--- src/rtl/mem_port_arbiter.sv ---
// Two-requester arbiter in front of a simple dual-port RAM (one read + one write per cycle),
// with a built-in sequential memory-clear engine that fills every location with a fixed value.
module mem_port_arbiter #(
    parameter int DATA_WIDTH = 8,
    parameter int ADDR_WIDTH = 8
) (
    input  logic                  clock,
    input  logic                  reset_n,
    input  logic                  a_req,
    input  logic                  a_we,
    input  logic [ADDR_WIDTH-1:0] a_addr,
    input  logic [DATA_WIDTH-1:0] a_wdata,
    input  logic                  b_req,
    input  logic                  b_we,
    input  logic [ADDR_WIDTH-1:0] b_addr,
    input  logic [DATA_WIDTH-1:0] b_wdata,
    output logic                  a_gnt,
    output logic                  b_gnt,
    output logic                  a_rvalid,
    output logic                  b_rvalid,
    output logic [DATA_WIDTH-1:0] rdata,
    input  logic                  clr_start,
    input  logic [DATA_WIDTH-1:0] clr_value,
    output logic                  clr_busy,
    output logic                  clr_done,
    output logic                  mem_rden,
    output logic                  mem_wren,
    output logic [ADDR_WIDTH-1:0] mem_rdaddress,
    output logic [ADDR_WIDTH-1:0] mem_wraddress,
    output logic [DATA_WIDTH-1:0] mem_data,
    input  logic [DATA_WIDTH-1:0] mem_q
);

    typedef enum logic [0:0] {SERVE = 1'b0, CLEAR = 1'b1} state_t;

    localparam logic [ADDR_WIDTH-1:0] ADDR_ZERO = {ADDR_WIDTH{1'b0}};
    localparam logic [ADDR_WIDTH-1:0] CNT_MAX   = {ADDR_WIDTH{1'b1}};
    localparam logic [ADDR_WIDTH-1:0] CNT_ONE   = {{(ADDR_WIDTH-1){1'b0}}, 1'b1};
    localparam logic [DATA_WIDTH-1:0] DATA_ZERO = {DATA_WIDTH{1'b0}};

    state_t                  state_r, state_nxt_s;
    logic                    prio_r, prio_nxt_s;
    logic [ADDR_WIDTH-1:0]   cnt_r, cnt_nxt_s;
    logic [DATA_WIDTH-1:0]   clr_val_r, clr_val_nxt_s;
    logic                    rd_pend_r, rd_own_r;

    logic                    a_rdreq_s, b_rdreq_s, a_wrreq_s, b_wrreq_s;
    logic                    a_rd_s, b_rd_s, a_wr_s, b_wr_s;
    logic                    rden_s, wren_s, busy_s, done_s;
    logic [ADDR_WIDTH-1:0]   rdaddr_s, wraddr_s;
    logic [DATA_WIDTH-1:0]   wdata_s;

    assign a_rdreq_s = a_req & ~a_we;
    assign b_rdreq_s = b_req & ~b_we;
    assign a_wrreq_s = a_req &  a_we;
    assign b_wrreq_s = b_req &  b_we;

    // Next-state, arbitration and RAM-port decode.
    always_comb begin
        state_nxt_s   = state_r;
        prio_nxt_s    = prio_r;
        cnt_nxt_s     = cnt_r;
        clr_val_nxt_s = clr_val_r;
        a_rd_s        = 1'b0;
        b_rd_s        = 1'b0;
        a_wr_s        = 1'b0;
        b_wr_s        = 1'b0;
        rden_s        = 1'b0;
        wren_s        = 1'b0;
        rdaddr_s      = ADDR_ZERO;
        wraddr_s      = ADDR_ZERO;
        wdata_s       = DATA_ZERO;
        busy_s        = 1'b0;
        done_s        = 1'b0;
        case (state_r)
            SERVE: begin
                if (clr_start) begin
                    state_nxt_s   = CLEAR;
                    cnt_nxt_s     = ADDR_ZERO;
                    clr_val_nxt_s = clr_value;
                end else begin
                    // Requests of the same type collide; different types share the cycle.
                    if (a_rdreq_s && b_rdreq_s) begin
                        a_rd_s     = ~prio_r;
                        b_rd_s     = prio_r;
                        prio_nxt_s = ~prio_r;
                    end else begin
                        a_rd_s = a_rdreq_s;
                        b_rd_s = b_rdreq_s;
                    end
                    if (a_wrreq_s && b_wrreq_s) begin
                        a_wr_s     = ~prio_r;
                        b_wr_s     = prio_r;
                        prio_nxt_s = ~prio_r;
                    end else begin
                        a_wr_s = a_wrreq_s;
                        b_wr_s = b_wrreq_s;
                    end
                    rden_s = a_rd_s | b_rd_s;
                    wren_s = a_wr_s | b_wr_s;
                    if (a_rd_s) begin
                        rdaddr_s = a_addr;
                    end else if (b_rd_s) begin
                        rdaddr_s = b_addr;
                    end else begin
                        rdaddr_s = ADDR_ZERO;
                    end
                    if (a_wr_s) begin
                        wraddr_s = a_addr;
                        wdata_s  = a_wdata;
                    end else if (b_wr_s) begin
                        wraddr_s = b_addr;
                        wdata_s  = b_wdata;
                    end else begin
                        wraddr_s = ADDR_ZERO;
                        wdata_s  = DATA_ZERO;
                    end
                end
            end
            CLEAR: begin
                busy_s   = 1'b1;
                wren_s   = 1'b1;
                wraddr_s = cnt_r;
                wdata_s  = clr_val_r;
                if (cnt_r == CNT_MAX) begin
                    done_s      = 1'b1;
                    cnt_nxt_s   = ADDR_ZERO;
                    state_nxt_s = SERVE;
                end else begin
                    cnt_nxt_s = cnt_r + CNT_ONE;
                end
            end
            default: begin
                state_nxt_s = SERVE;
            end
        endcase
    end

    // State, priority, clear engine and read-owner registers.
    always_ff @(posedge clock or negedge reset_n) begin
        if (!reset_n) begin
            state_r   <= SERVE;
            prio_r    <= 1'b0;
            cnt_r     <= ADDR_ZERO;
            clr_val_r <= DATA_ZERO;
            rd_pend_r <= 1'b0;
            rd_own_r  <= 1'b0;
        end else begin
            state_r   <= state_nxt_s;
            prio_r    <= prio_nxt_s;
            cnt_r     <= cnt_nxt_s;
            clr_val_r <= clr_val_nxt_s;
            rd_pend_r <= a_rd_s | b_rd_s;
            rd_own_r  <= b_rd_s;
        end
    end

    // Combinational outputs are forced low while reset is asserted.
    assign a_gnt         = reset_n & (a_rd_s | a_wr_s);
    assign b_gnt         = reset_n & (b_rd_s | b_wr_s);
    assign a_rvalid      = reset_n & rd_pend_r & ~rd_own_r;
    assign b_rvalid      = reset_n & rd_pend_r &  rd_own_r;
    assign rdata         = reset_n ? mem_q : DATA_ZERO;
    assign clr_busy      = reset_n & busy_s;
    assign clr_done      = reset_n & done_s;
    assign mem_rden      = reset_n & rden_s;
    assign mem_wren      = reset_n & wren_s;
    assign mem_rdaddress = reset_n ? rdaddr_s : ADDR_ZERO;
    assign mem_wraddress = reset_n ? wraddr_s : ADDR_ZERO;
    assign mem_data      = reset_n ? wdata_s  : DATA_ZERO;

endmodule

--- config.mk ---
export PLATFORM = sky130hd
export DESIGN_NAME = mem_port_arbiter
export DESIGN_NICKNAME = d
export VERILOG_FILES = /design/src/rtl/mem_port_arbiter.sv
export SDC_FILE = /design/constraint.sdc
export NUM_CORES = 1
export LEC_CHECK = 0
export CORE_MARGIN = 5
export CORE_UTILIZATION = 41
export CTS_BUF_LIST = sky130_fd_sc_hd__clkbuf_8 sky130_fd_sc_hd__clkbuf_16
export DETAILED_ROUTE_END_ITERATION = 10
export PLACE_DENSITY = 0.86
export REMOVE_ABC_BUFFERS = 1
export SETUP_SLACK_MARGIN = 0.15
export SLEW_MARGIN = 0
export SYNTH_ARGS = -nofsm -noshare
export SYNTH_HDL_FRONTEND = slang
export SYNTH_SLANG_ARGS = --single-unit
export TNS_END_PERCENT = 10
--- constraint.sdc ---
create_clock -name clock -period 2.9 [get_ports clock]
set_input_delay 0.29 -clock clock [delete_from_list [all_inputs] [get_ports clock]]
set_output_delay 0.29 -clock clock [all_outputs]
set_load 0.005 [all_outputs]
### Word level (Yosys, flattened, before mapping)

Cells that the tools add are included.

| storage, ports and cells | value |
|---|---|
| register bits | 20 |
| bits in latches | 0 |
| memory bits (writable) | 0 |
| memory bits (read-only) | 0 |
| input port bits | 55 |
| word-level logic and storage cells | 89 |
| memories kept | 0 |

| operators by class | value |
|---|---|
| $add $sub $neg | 1 |
| multipliers | 0 |
| div/mod/pow operators | 0 |
| $lt $le $gt $ge | 0 |
| eq/ne operators | 2 |
| shift-type cells | 0 |
| mux-type cells | 51 |
| bitwise gates (word level) | 24 |
| reductions and logical operators | 5 |

Operators with widths:

| operator | count |
|---|---|
| $mux 8 | 16 |
| $pmux 8 s2 | 3 |
| $mux 1 | 30 |
| $and 1x1->1 | 13 |
| $add 8x1->8 const B | 1 |
| $eq 8x8->1 const B | 1 |
| $not 1->1 | 6 |
| $or 1x1->1 | 5 |
| $pmux 1 s2 | 2 |
| $reduce_and 3->1 | 1 |
| $logic_and 1x1->1 | 2 |
| $ne 2x2->1 const B | 1 |
| $reduce_and 2->1 | 1 |
| $reduce_bool 2->1 | 1 |

### Longest topological paths before layout

Gate-level depths: netlist (run 1).

| depth | value |
|---|---|
| depth in word-level cells | 11 |
| mapped depth | 5 |
| gate-level depth less buffers | 4 |

### Least setup slack after synthesis (run 1)

OpenSTA, ideal clock, no wires.

| timing path | value |
|---|---|
| kind | flip-flop to output port |
| start point | register state_r |
| end point | output port b_gnt |
| arrival | 1.183 ns |
| required time | 2.610 ns |
| path slack | 1.427 ns |
| cell stages (with the launch flop) | 6 |
| path buffers | 2 |
| path through | dfrtp_1 > buf_2 > nor2_2 > nand2_1 > buf_2 > a21oi_1 |

| on the way | value |
|---|---|
| word-level cells in the longest chain between the ends | 3 |
| elaborated cells on any way between the ends | 4 |
| those cells by class | 2 x mux; 2 x bitwise |

RTL lines:

| item | line | source |
|---|---|---|
| from (decl) | 41 | `state_t state_r, state_nxt_s;` |
| from (signal assigned) | 149 | `state_r <= state_nxt_s;` |
| $mux 1 | 75 | `case (state_r)` |
| $or 1x1->1 * | 160 | `assign b_gnt = reset_n & (b_rd_s \| b_wr_s);` |
| $and 1x1->1 * | 160 |  |
| to (decl) | 18 | `output logic b_gnt,` |

Every way passes the cells marked *; elsewhere a longest branch is shown, timed or not.

### Final worst setup path (run 1)

| timing path | value |
|---|---|
| start point | input port clr_start |
| end point | output port mem_wraddress[3] |

| on the way | value |
|---|---|
| word-level cells in the longest chain between the ends | 3 |

RTL lines:

| item | line | source |
|---|---|---|
| from (decl) | 22 | `input logic clr_start,` |
| $mux 8 | 77 | `if (clr_start) begin` |
| $pmux 8 s2 | 75 |  |
| $mux 8 | 169 | `assign mem_wraddress = reset_n ? wraddr_s : ADDR_ZERO;` |
| to (decl) | 29 | `output logic [ADDR_WIDTH-1:0] mem_wraddress,` |

Every way passes these cells.

==> results.sh, run 1 <==
export IMPL_die_area_sq_um=5330
export IMPL_power_density_nw_per_um2=471
export IMPL_io_pins=95
export IMPL_die_y_microns=73.0
export IMPL_cap_violations=0
export IMPL_yosysUniqueCellTypes=36
export IMPL_tns_ps=0
export IMPL_ir_worst_vdd_uv=445
export IMPL_p_comb_share_pct=39.5
export IMPL_htree_levels=1
export IMPL_slowest_stage="clkdlybuf4s50_1"
export IMPL_grt_pass1_wl_microns=9470
export IMPL_routedWlPerCell_microns=16.9
export IMPL_path_buf_inv=3
export IMPL_period_minus_slack_ps=2590
export IMPL_drc=0
export IMPL_ys_seq_area_share_pct=30.7
export IMPL_finalClockSkew_ps=10.4
export IMPL_yosys_warnings=0
export IMPL_path_class="input pin to output pin"
export IMPL_dr_pass1_iters=4
export IMPL_core_sq_um=3910
export IMPL_overflow=0
export IMPL_finalSetupViolations=0
export IMPL_slew_violations=0
export IMPL_ctsHoldBuffers=0
export IMPL_cp_required_ps=2610
export IMPL_syn_to_final_growth_pct=65.5
export IMPL_grt_pass1_vias=2042
export IMPL_end_kind="output pin"
export IMPL_syn_area_sq_um=1630
export IMPL_cts_sinks=20
export IMPL_fillCellCount=333
export IMPL_antenna_found_initial=0
export IMPL_p_seq_share_pct=38.1
export IMPL_postCtsResizedCells=0
export IMPL_fin_nets=362
export IMPL_die_w_microns=73.0
export IMPL_start_kind="input pin"
export IMPL_fin_util_pct=68.8
export IMPL_gp_congestion=0.911
export IMPL_path_cells="clkdlybuf4s50_1, nor3b_4, buf_4, nand2_1, o211ai_1, clkdlybuf4s50_1"
export IMPL_post_route_period_util_pct=89.5
export IMPL_clock_fmax_ghz=0.385
export IMPL_start_util_pct=41.6
export IMPL_synth_cells=216
export IMPL_grt_total_usage_pct=22.3
export IMPL_internal_power_uw=839
export IMPL_drt_wl_total_microns=6010
export IMPL_path_clk_slew_ps=90
export IMPL_antennaDiodeCount=0
export IMPL_final_layout_size_suffix_gt1_share_pct=6.56
export IMPL_dp_hpwl_microns=4530
export IMPL_cts_max_path_buffers=2
export IMPL_crit_family="buffers and inverters"
export IMPL_crit_path_frequent_cell="clkdlybuf4s50_1"
export IMPL_switchingPower_uw=431
export IMPL_cts_root_buf="clkbuf_8"
export IMPL_via_per_inst=5.71
export IMPL_num_rows=23
export IMPL_numCtsBuffers=3
export IMPL_worst_path_max_fanout=32
export IMPL_hold_violations=0
export IMPL_drtIter0Drc=163
export IMPL_worst_endpoint_arrival_ps=2300
export IMPL_max_stage_delay_ps=580
export IMPL_max_slew_margin_rel_pct=65.8
export IMPL_swShare_pct=33.9
export IMPL_status="finished, final reports clean"
export IMPL_port_buffers=94
export IMPL_synth_avg_cell_area_sq_um=7.54
export IMPL_r2r_start="state_r"
export IMPL_p_total_mw=1.27
export IMPL_cts_tree="built"
export IMPL_clock_latency_ps=260
export IMPL_postCtsSetupRepairBufs=0
export IMPL_via_count=2028
export IMPL_ant_nets=0
export IMPL_worst_slew_pin_slew_ps=510
export IMPL_synth_seq_cells=20
export IMPL_grt_start_max_net_pins=33
export IMPL_p_leak_nw=0.960
export IMPL_hold_path_class="input pin to async pin"
export IMPL_clock_power_share_pct=22.4
export IMPL_worstSetupStartpoint="clr_start"
export IMPL_rsz0062_at_grt="false"
==> through the flow <==
stage / instance area, sq um / hold WS [ps] / std cells / worst slack (ps)
after floorplan: 1550 / -5.59 / 198 / 759
after global placement: 2620 / 468 / 351 / 332
after detailed placement: 2620 / 479 / 351 / 315
after CTS: 2690 / 483 / 355 / 300
after global routing: 2690 / 494 / 355 / 180
final: 2690 / 480 / 355 / 306
==> path summary, 6_finish.rpt <==
kind	end	slack, ps	cells after the start
worst max-delay path	mem_wraddress[3]	310	6
worst min-delay path	rd_own_r	480	2
worst max register to register	cnt_r[7]	1270	3
worst min register to register	clr_val_r[0]	490	1
max in group asynchronous	clr_val_r[6]	2140	2
min in group clock	clr_val_r[0]	490	1
==> sequential cells by signal, summed over array words and instances (netlist names) <==
signal,cells
clr_val_r,8
cnt_r,8
prio_r,1
rd_own_r,1
rd_pend_r,1
state_r,1
==> cells in the mapped netlist <==
library cell  number  share of area, %
nand2_1           47                11
nand3_1           22               6.8
dfrtp_1           20                31
nand4_1           18               6.9
o211ai_1          17               7.8
a21oi_1           12               3.7
and2_1            10               3.8
buf_2              9               2.8
clkbuf_1           8               1.8
mux2_1             8               5.5
o21ai_0            7               2.2
nor2_1             3              0.69
nor2b_1            3               1.2
nor3_1             3              0.92
xnor2_1            3               1.6
a22oi_1            2              0.92
and2b_1            2              0.92
and3_1             2              0.77
nand2b_1           2              0.77
nand3b_1           2              0.92
a21oi_2            1              0.54
a32oi_1            1              0.54
and2_2             1              0.46
buf_4              1              0.46
clkinv_1           1              0.23
ha_1               1              0.77
inv_2              1              0.23
mux2i_1            1              0.61
nand4_2            1              0.77
nor2_2             1              0.38
nor3b_2            1              0.77
nor4_1             1              0.38
o22ai_1            1              0.38
or3b_1             1              0.54
or4_1              1              0.46
or4b_4             1              0.85
==> cells in the final DEF (no fill, tap or decap), types with 2 or more instances in the layout <==
cell type,netlist,layout
and2b_1,2,2
a22oi_1,2,2
dfrtp_1,20,20
and3_1,2,2
nand3_1,22,22
xnor2_1,3,3
o21ai_0,7,7
nand2b_1,2,2
and2_1,10,10
clkbuf_8,0,3
nor3_1,3,3
clkdlybuf4s50_1,0,94
nor2_1,3,3
nand4_1,18,18
buf_4,1,9
nor2b_1,3,3
o211ai_1,17,17
mux2_1,8,8
nand3b_1,2,2
nand2_1,47,47
a21oi_1,12,12
==> cells by family (layout without fill, tap and decap cells) <==
logic type	after synthesis	count (layout)	share of synthesized area, %
AO/OA/AOI/OAI	41	41	16.1
XOR/XNOR	3	3	1.61
adder cells (fa/ha/maj)	1	1	0.769
buffers and inverters	20	109	5.53
flip-flops	20	20	30.7
multiplexers	9	9	6.15
AND/OR/NAND/NOR	122	122	39.1
==> power groups by stage <==
stage                     Combinational (mW)  Clock (mW)  Sequential, mW
final                                  0.501       0.284           0.484
after global routing                   0.549       0.297           0.499
after CTS                              0.501       0.286           0.481
after detailed placement               0.496           0           0.485
after global placement                 0.487           0           0.480
after floorplan                        0.237           0           0.451
==> layer usage <==
layer	GRT usage [%]	vias up	wire length (microns)
met5	0	-	0
met2	39.5	92	3160
met4	4.92	0	45
met3	5.92	6	499
met1	26.6	972	2300
li1	-	958	-
==> area by class of cell <==
cell class | count | area (sq um) | share of cell area [%]
Sequential cell | 20 | 500 | 18.6
Clock inverter | 1 | 30.0 | 1.11
Tap cell | 50 | 62.6 | 2.32
Inverter | 2 | 7.51 | 0.279
Clock buffer | 3 | 41.3 | 1.53
Multi-Input combinational cell | 176 | 1040 | 38.7
Timing Repair Buffer | 103 | 1010 | 37.4
No activity file was read; power rests on OpenSTA's default activity.
==> inputs of run 2 (changes only) <==
--- a/config.mk
+++ b/config.mk
@@ -8,10 +8,12 @@
 export CORE_MARGIN = 5
 export CORE_UTILIZATION = 41
 export CTS_BUF_LIST = sky130_fd_sc_hd__clkbuf_8 sky130_fd_sc_hd__clkbuf_16
+export CTS_CLUSTER_DIAMETER = 80
 export DETAILED_ROUTE_END_ITERATION = 10
 export PLACE_DENSITY = 0.86
 export REMOVE_ABC_BUFFERS = 1
 export SETUP_SLACK_MARGIN = 0.15
+export SKIP_CTS_REPAIR_TIMING = 1
 export SLEW_MARGIN = 0
 export SYNTH_ARGS = -nofsm -noshare
 export SYNTH_HDL_FRONTEND = slang
==> results of run 2 <==
Same layout as run 1: the final DEF is identical, and so are final timing and power.
==> inputs of run 3 (changes only) <==
--- a/config.mk
+++ b/config.mk
@@ -5,7 +5,7 @@
 export SDC_FILE = /design/constraint.sdc
 export NUM_CORES = 1
 export LEC_CHECK = 0
-export CORE_MARGIN = 5
+export CORE_MARGIN = 2
 export CORE_UTILIZATION = 41
 export CTS_BUF_LIST = sky130_fd_sc_hd__clkbuf_8 sky130_fd_sc_hd__clkbuf_16
 export CTS_CLUSTER_DIAMETER = 80
==> run 3 against run 2 <==
Via count is 0.35% lower. Non-clock buffer count shrank 1. Setup slack worse by 51 ps. Fmax decreased by 1.9%. Global-route usage grew 2.1 points. Critical path type unchanged.
==> results.sh, run 3 (synthesis results as in run 1) <==
export IMPL_fin_area_sq_um=2700
export IMPL_end_kind="output pin"
export IMPL_rrSetupSlack_ps=1320
export IMPL_grt_pass1_vias=1877
export IMPL_antennaDiodeCount=0
export IMPL_fin_nets=361
export IMPL_die_y_microns=67.0
export IMPL_reg_top3="clr_val_r: 8 flops, cnt_r: 8 flops"
export IMPL_cp_required_ps=2610
export IMPL_cts_max_path_buffers=2
export IMPL_slowest_stage="clkdlybuf4s50_1"
export IMPL_dpl_cell_area_sq_um=2610
export IMPL_tns_ps=0
export IMPL_ir_worst_vdd_uv=547
export IMPL_path_depth=5
export IMPL_overflow=0
export IMPL_gp_congestion=0.848
export IMPL_path_class="input pin to output pin"
export IMPL_r2r_start="cnt_r[0]"
export IMPL_internal_power_uw=842
export IMPL_cts_tree="built"
export IMPL_hold_violations=0
export IMPL_reg2reg_depth=4
export IMPL_crit_path_frequent_cell="clkdlybuf4s50_1"
export IMPL_hold_path_class="input pin to async pin"
export IMPL_die_w_microns=67.0
export IMPL_finalSetupViolations=0
export IMPL_syn_to_final_growth_pct=65.6
export IMPL_htree_levels=1
export IMPL_worst_endpoint_arrival_ps=2360
export IMPL_rsz0062_at_grt="false"
export IMPL_final_layout_size_suffix_gt1_share_pct=6.25
export IMPL_max_slew_margin_rel_pct=58.2
export IMPL_dp_cells=347
export IMPL_finalClockSkew_ps=6.56
export IMPL_start_util_pct=43.5
export IMPL_crit_family="buffers and inverters"
export IMPL_fillCellCount=305
export IMPL_p_leak_nw=0.961
export IMPL_core_sq_um=3740
export IMPL_routedWlPerCell_microns=15.8
export IMPL_m1WireLength_microns=2220
export IMPL_r2r_end="cnt_r[3]"
export IMPL_drtIter0Drc=146
export IMPL_worstSetupStartpoint="clr_start"
export IMPL_p_seq_share_pct=38.4
export IMPL_worst_slew_pin_slew_ps=627
export IMPL_dr_pass1_iters=4
export IMPL_wl_met2_microns=2640
export IMPL_period_minus_slack_ps=2650
export IMPL_via_per_inst=5.74
export IMPL_final_cell_mix="94 x clkdlybuf4s50_1, 47 x nand2_1, 22 x nand3_1, 20 x dfrtp_1, 18 x nand4_1"
export IMPL_ant_nets=0
export IMPL_clock_fmax_ghz=0.378
export IMPL_path_cells="clkdlybuf4s50_1, nor2_2, nand2_1, a21oi_1, clkdlybuf4s50_1"
export IMPL_grt_start_max_net_pins=33
export IMPL_clock_latency_ps=260
export IMPL_final_common_cell="clkdlybuf4s50_1"
export IMPL_cts_root_buf="clkbuf_8"
export IMPL_port_buffers=94
export IMPL_path_clk_slew_ps=80
export IMPL_worst_path_max_fanout=11
export IMPL_clock_power_share_pct=22.4
export IMPL_numCtsBuffers=3
export IMPL_max_stage_delay_ps=580
export IMPL_path_buf_inv=2
export IMPL_antenna_found_initial=0
export IMPL_switchingPower_uw=420
export IMPL_status="finished, final reports clean"
export IMPL_drc=0
export IMPL_finalNonFillerCells=352
export IMPL_p_comb_share_pct=39.2
export IMPL_crit_end="a_gnt"
export IMPL_drt_wl_total_microns=5570
export IMPL_cap_violations=0
export IMPL_post_route_period_util_pct=91.2
export IMPL_routed_top_layer="met4"
export IMPL_num_rows=22
export IMPL_cts_sinks=20
export IMPL_slew_violations=0
export IMPL_grt_pass1_wl_microns=8490
export IMPL_start_kind="input pin"
export IMPL_dp_hpwl_microns=4150
export IMPL_die_area_sq_um=4490
export IMPL_io_pins=95
export IMPL_power_density_nw_per_um2=468
export IMPL_via_count=2021
export IMPL_grt_total_usage_pct=24.3
export IMPL_met3_length_microns=652
export IMPL_swShare_pct=33.3
export IMPL_whs_ps=362
[run 3: cell count changes in the layout (fill, tap and decap cells not counted)]
cell and change:
buf_12 +1, buf_4 -2
[run 3: worst min path at each step]
stage / to / depth (start not counted)
4_1_cts: cnt_r[7] / 2
6_report: cnt_r[7] / 2
5_1_grt: cnt_r[7] / 2
2_1_floorplan: clr_val_r[0] / 0
3_5_place_dp: clr_val_r[6] / 1
3_3_place_gp: clr_val_r[7] / 1
[run 3: per-stage QoR]
step                      power [mW]  setup slack, ps  utilization [%]
after global placement         0.956              392             69.6
after floorplan                0.688              759                -
after global routing            1.33              191             72.0
after detailed placement       0.968              332             69.6
after CTS                       1.25              330             71.5
final                           1.26              255             72.0
[run 3: per-layer routing]
layer,vias up,track usage [%]
li1,959,-
met1,933,29.8
met2,123,43.2
met3,6,5.91
met4,0,4.34
met5,-,0
[run 3: final cells by class]
| class | count | area (sq um) | area share (%) |
|---|---|---|---|
| inverter | 2 | 7.51 | 0.278 |
| clock buffer | 3 | 41.3 | 1.53 |
| timing repair buffer | 102 | 1010 | 37.6 |
| tap | 48 | 60.1 | 2.23 |
| multi-input combinational | 176 | 1040 | 38.7 |
| sequential | 20 | 500 | 18.6 |
| clock inverter | 1 | 30.0 | 1.11 |
[run 3: power groups by stage]
stage	sequential [mW]	combinational [mW]	clock [mW]
2_1_floorplan	0.451	0.237	0
3_3_place_gp	0.483	0.474	0
3_5_place_dp	0.487	0.481	0
4_1_cts	0.484	0.486	0.285
5_1_grt	0.501	0.540	0.292
6_report	0.485	0.494	0.282
